==> src/rtl/if_fetch_unit.sv <==
// if_fetch_unit: instruction fetch unit with an in-order valid/ready request
// channel, an in-flight PC queue, and an instruction buffer whose head feeds IF/ID.
// A redirect flushes the buffer and discards every response that is still owed.
// Define IFU_MISALIGN_CHECK_EN to flag misaligned redirect targets on misalign_o
// and block fetch until the next aligned redirect.
module if_fetch_unit #(
  parameter logic [63:0] RESET_PC   = 64'h0000_0000_8000_0000,
  parameter int          FIFO_DEPTH = 4
) (
  input  logic        clk,
  input  logic        rst,
  input  logic        stall_i,
  input  logic        redirect_i,
  input  logic [63:0] redirect_pc_i,
  output logic        imem_req_valid_o,
  input  logic        imem_req_ready_i,
  output logic [63:0] imem_req_addr_o,
  input  logic        imem_rsp_valid_i,
  input  logic [31:0] imem_rsp_data_i,
  output logic [63:0] pc_o,
  output logic [31:0] instr_o,
  output logic        valid_o
`ifdef IFU_MISALIGN_CHECK_EN
  ,
  output logic        misalign_o
`endif
);

  localparam int PW = (FIFO_DEPTH > 1) ? $clog2(FIFO_DEPTH) : 1;
  localparam int CW = PW + 1;
  localparam logic [CW:0] DEPTH_W = (CW + 1)'(FIFO_DEPTH);

  logic [63:0] fetchPc_q, fetchPc_d;
  logic [CW-1:0] inflight_q, inflight_d;
  logic [CW-1:0] dropCnt_q, dropCnt_d;
  logic [CW-1:0] count_q, count_d;
  logic [PW-1:0] fifoWr_q, fifoWr_d, fifoRd_q, fifoRd_d;
  logic [PW-1:0] pcqWr_q, pcqWr_d, pcqRd_q, pcqRd_d;

  logic [63:0] pcQueue_q   [FIFO_DEPTH];
  logic [63:0] fifoPc_q    [FIFO_DEPTH];
  logic [31:0] fifoInstr_q [FIFO_DEPTH];

  logic [63:0] redirectTarget;
  logic        blocked;
  logic        pop;
  logic        room;
  logic        reqFire;
  logic        rspKeep;
  logic        rspDrop;

`ifdef IFU_MISALIGN_CHECK_EN
  logic misalign_q, misalign_d;

  assign redirectTarget = redirect_pc_i;
  assign blocked        = misalign_q;
  assign misalign_d     = redirect_i ? (redirect_pc_i[1:0] != 2'b00) : misalign_q;
  assign misalign_o     = misalign_q;

  // Misalignment flag is set by a misaligned redirect and held until the next redirect.
  always_ff @(posedge clk) begin
    if (rst) misalign_q <= 1'b0;
    else     misalign_q <= misalign_d;
  end
`else
  assign redirectTarget = redirect_pc_i & ~64'h3;
  assign blocked        = 1'b0;
`endif

  assign valid_o         = (count_q != '0);
  assign pc_o            = valid_o ? fifoPc_q[fifoRd_q] : 64'h0;
  assign instr_o         = valid_o ? fifoInstr_q[fifoRd_q] : 32'h0000_0013;
  assign imem_req_addr_o = fetchPc_q;

  // Credit check counts owed responses plus buffered entries, freeing the slot popped this cycle.
  always_comb begin
    pop     = valid_o && !stall_i;
    room    = (({1'b0, inflight_q} + {1'b0, count_q}) - {{CW{1'b0}}, pop}) < DEPTH_W;
    imem_req_valid_o = !rst && !redirect_i && !blocked && room;
    reqFire = imem_req_valid_o && imem_req_ready_i;
    rspKeep = imem_rsp_valid_i && !redirect_i && (dropCnt_q == '0);
    rspDrop = imem_rsp_valid_i && !redirect_i && (dropCnt_q != '0);
  end

  // Next-state for PC, counters and queue pointers; a redirect overrides everything else.
  always_comb begin
    fetchPc_d  = fetchPc_q;
    inflight_d = inflight_q;
    dropCnt_d  = dropCnt_q;
    count_d    = count_q;
    fifoWr_d   = fifoWr_q;
    fifoRd_d   = fifoRd_q;
    pcqWr_d    = pcqWr_q;
    pcqRd_d    = pcqRd_q;
    if (redirect_i) begin
      fetchPc_d  = redirectTarget;
      inflight_d = inflight_q - CW'(imem_rsp_valid_i);
      dropCnt_d  = inflight_q - CW'(imem_rsp_valid_i);
      count_d    = '0;
      fifoWr_d   = '0;
      fifoRd_d   = '0;
      pcqWr_d    = '0;
      pcqRd_d    = '0;
    end else begin
      if (reqFire) begin
        fetchPc_d = fetchPc_q + 64'd4;
        pcqWr_d   = pcqWr_q + PW'(1);
      end
      inflight_d = inflight_q + CW'(reqFire) - CW'(imem_rsp_valid_i);
      if (rspDrop) dropCnt_d = dropCnt_q - CW'(1);
      if (rspKeep) begin
        fifoWr_d = fifoWr_q + PW'(1);
        pcqRd_d  = pcqRd_q + PW'(1);
      end
      if (pop) fifoRd_d = fifoRd_q + PW'(1);
      count_d = count_q + CW'(rspKeep) - CW'(pop);
    end
  end

  // Control state register with synchronous reset.
  always_ff @(posedge clk) begin
    if (rst) begin
      fetchPc_q  <= RESET_PC;
      inflight_q <= '0;
      dropCnt_q  <= '0;
      count_q    <= '0;
      fifoWr_q   <= '0;
      fifoRd_q   <= '0;
      pcqWr_q    <= '0;
      pcqRd_q    <= '0;
    end else begin
      fetchPc_q  <= fetchPc_d;
      inflight_q <= inflight_d;
      dropCnt_q  <= dropCnt_d;
      count_q    <= count_d;
      fifoWr_q   <= fifoWr_d;
      fifoRd_q   <= fifoRd_d;
      pcqWr_q    <= pcqWr_d;
      pcqRd_q    <= pcqRd_d;
    end
  end

  // Queue storage needs no reset: occupancy is tracked entirely by the pointers and counters.
  always_ff @(posedge clk) begin
    if (reqFire) pcQueue_q[pcqWr_q] <= fetchPc_q;
    if (rspKeep) begin
      fifoPc_q[fifoWr_q]    <= pcQueue_q[pcqRd_q];
      fifoInstr_q[fifoWr_q] <= imem_rsp_data_i;
    end
  end

endmodule

==> config.mk <==
export PLATFORM = sky130hd
export DESIGN_NAME = if_fetch_unit
export DESIGN_NICKNAME = d
export VERILOG_FILES = /design/src/rtl/if_fetch_unit.sv
export SDC_FILE = /design/constraint.sdc
export NUM_CORES = 1
export LEC_CHECK = 0
export ABC_AREA = 1
export CAP_MARGIN = 40
export CORE_ASPECT_RATIO = 0.75
export CORE_MARGIN = 4
export CORE_UTILIZATION = 35
export CTS_CLUSTER_DIAMETER = 60
export DETAILED_ROUTE_END_ITERATION = 8
export PLACE_DENSITY = 0.56
export REMOVE_ABC_BUFFERS = 1
export SKIP_LAST_GASP = 1
export SLEW_MARGIN = 20
export SYNTH_ARGS = -nofsm -noshare
export SYNTH_HDL_FRONTEND = slang
export SYNTH_SLANG_ARGS = --single-unit
==> constraint.sdc <==
create_clock -name clk -period 9.2 [get_ports clk]
set_input_delay 0.92 -clock clk [delete_from_list [all_inputs] [get_ports clk]]
set_output_delay 0.92 -clock clk [all_outputs]
set_load 0.05 [all_outputs]
==> metrics.yaml <==
die:
  start_util_pct: 35.63
  die_y_um: 259.6
  top_level_ports: 264
  core_um2: 82890
  die_x_um: 343.4
  die-area_um2: 89140
  rows: 91
synth:
  synth.avg_cell_area_um2: 11.05
  synth_edf_count: 624
  ys_seq_area_share_pct: 69.07
  synthFlopType: "edfxtp_1"
  ys_types: 45
  async_reset_ff_share_pct: 0
  synthCells: 2673
  synth_warnings: 0
  synth.ff_latch_count: 707
  synth_area_um2: 29530
critical_path:
  crit_path_top_delay_cell: "clkdlybuf4s50_1"
  max_stage_delay_ps: 900
  critical_path.startpoint: "count_q[1]"
  cpMostUsedCell: "buf_4"
  reg2reg_depth: 20
  crit_chain: "inv_2 -> nand2_2 -> nor2_4 -> buf_4 -> buf_4 -> inv_1 -> o311ai_0 -> clkdlybuf4s50_1"
  r2r_slack_ps: 4980
  crit_type: "reg2out"
  cp_max_fo: 57
  crit_path_end_kind: "output pin"
  cp_data_required_time_ps: 8280
  worstReg2RegEnd: "inflight_q[2]"
  cp.arrival_ps: 4080
  critPathLaunchType: "flip-flop"
  endpoint: "instr_o[1]"
  r2r_start: "inflight_q[2]"
sta:
  setup_tns_ps: 0
  rsz0062_at_grt: "false"
  max_slew.worst_pin.slew_ps: 876.6
  setup_viol: 0
  slew_viol_final: 0
  finalCritPeriodShare_pct: 54.39
  max_slew_margin_pct: 41.56
  fmax_ghz: 0.1998
  hold_viol: 0
  clock_skew_ps: 21.97
  post-route-min-period_ps: 5004
power_and_ir_drop:
  ir_worst_vdd_v: 0.0001075
  powerDensity_nw_per_um2: 201.4
  total_power_uw: 7213
  power_leakage_uw: 0.01204
clock_tree:
  cts.sinks: 707
  clk_pin_slew_ps: 60
  cts_resized: 0
  cts_tree: "built"
  cts_buffers: 74
  clk_latency_ps: 630
  hold_buffers: 0
  post_cts_buffers: 0
  htreeDepth: 3
  clock_path_buffers: 3
  clockRootBuffer: "clkbuf_16"
detailed_routing:
  drcViolationCount: 0
  drtPass1Iterations: 5
  ant_nets: 0
  vias_per_cell: 5.161
  num_vias: 21060
  wl_per_cell_um: 21.55
  drtIter0Drc: 1623
  wl_mm: 87.94
run:
  maxCapViolCount: 0
layout:
  area_growth_pct: 21.30
  layout_common_cells: "624 x edfxtp_1, 606 x nor2_1, 318 x nand2_1"
  drive_gt1_share_pct: 6.952
  layout_commonest_cell: "edfxtp_1"
  utilization_pct: 43.22
  final_net_count: 3027
global_route:
  overflow: 0
  grt_max_degree: 83
  antenna_found_initial: 1
  grt_usage_pct: 19.27
  first_global_vias: 20380
  grt_pass1_wl_mm: 129.0
worst_hold_path:
  min_path_cells: 2
  hold_path_class: "reg2reg"
placed_design:
  place.detailed.hpwl_mm: 58.39
  gp_congestion: 0.9284
  port_buffers: 257
status:
  status: "complete, no violations"
==> cells by family after synthesis <==
group	after synthesis	share of synthesized area, %
and+or+nand+nor	1128	15.90
DFF	707	69.07
AOI/OAI and AO/OA	539	9.473
buffers and inverters	231	3.228
xor gates and xnor gates	45	1.334
adders and majority gates	22	0.9829
other	1	0.01270
==> flip-flops by register name (all words and copies together), names as in the netlist, 3 cells and up, named ones only <==
signal and count:
imem_req_addr_o 62, count_q 3, inflight_q 3, fifoPc_q 248, fifoInstr_q 128, pcQueue_q 248
dropCnt_q 3
==> critical path, delay by kind of cell (launching register included) <==
kind / cells / cell delay [ps]
buffers and inverters: 5 / 2470
flip-flops: 1 / 340
AND/OR/NAND/NOR: 2 / 180
AO/OA/AOI/OAI: 1 / 260
==> cell type report <==
cell class	instances	area, um^2
Multi-Input combinational cell	1738	8267
Clock buffer	90	1932
Clock inverter	46	355.3
Antenna cell	1	2.502
Timing Repair Buffer	305	3163
Sequential cell	707	20410
Fill cell	7697	47070
Tap cell	1116	1396
Inverter	77	295.3
==> routing by layer <==
metal | wire, um | GRT usage [%]
met1 | 41000 | 27.94
met4 | 1551 | 4.304
met3 | 5963 | 3.995
met5 | 0 | 0
met2 | 39430 | 29.87
==> synth_stat cells (3+ instances only) <==
library cell	instances	area (um^2)
xnor2_1	22	192.7
ha_1	20	250.2
edfxtp_1	624	18740
or2_0	3	18.77
nand2_1	318	1194
nor2_4	4	45.04
dfxtp_1	83	1662
nor2_1	616	2312
inv_1	71	266.5
buf_2	12	60.06
xor2_1	23	201.4
o311ai_0	3	26.28
and2_1	3	18.77
o21ai_0	315	1577
o22ai_1	62	387.9
buf_6	6	67.56
buf_4	7	52.55
clkbuf_1	104	390.4
inv_2	5	18.77
nand2_2	6	37.54
a21oi_1	138	690.7
nand2_4	3	33.78
nor2_2	8	50.05
nand3_1	95	475.5
nand3b_1	3	22.52
nand4_1	50	312.8
nor3_1	6	30.03
o21ai_1	17	85.08
buf_1	25	93.84
==> where the power goes <==
| part | internal [uW] | switching, uW |
|---|---|---|
| logic | 219 | 495 |
| clock network | 1600 | 1240 |
| registers | 3580 | 81.6 |
==> stage by stage <==
stage | hold WS (ps) | instances | setup slack, ps | cell area [um^2]
floorplan | 433.4 | 2522 | 1544 | 28880
global placement | 437.5 | 3928 | 4118 | 33190
detailed placement | 447.6 | 3939 | 4117 | 33450
CTS | 456.7 | 4075 | 4117 | 35740
global route | 477.2 | 4079 | 4018 | 35820
finish | 460.1 | 4080 | 4196 | 35820
==> worst min path at each step <==
stage | start | to | slack, ps
floorplan | pcqRd_q[1] | flip-flop | 430
global placement | pcqRd_q[1] | flip-flop | 440
detailed placement | pcqRd_q[1] | flip-flop | 450
CTS | pcqRd_q[1] | flip-flop | 460
global route | pcqRd_q[1] | flip-flop | 480
finish | pcqRd_q[1] | flip-flop | 460
(Power assumes the default switching activity.)
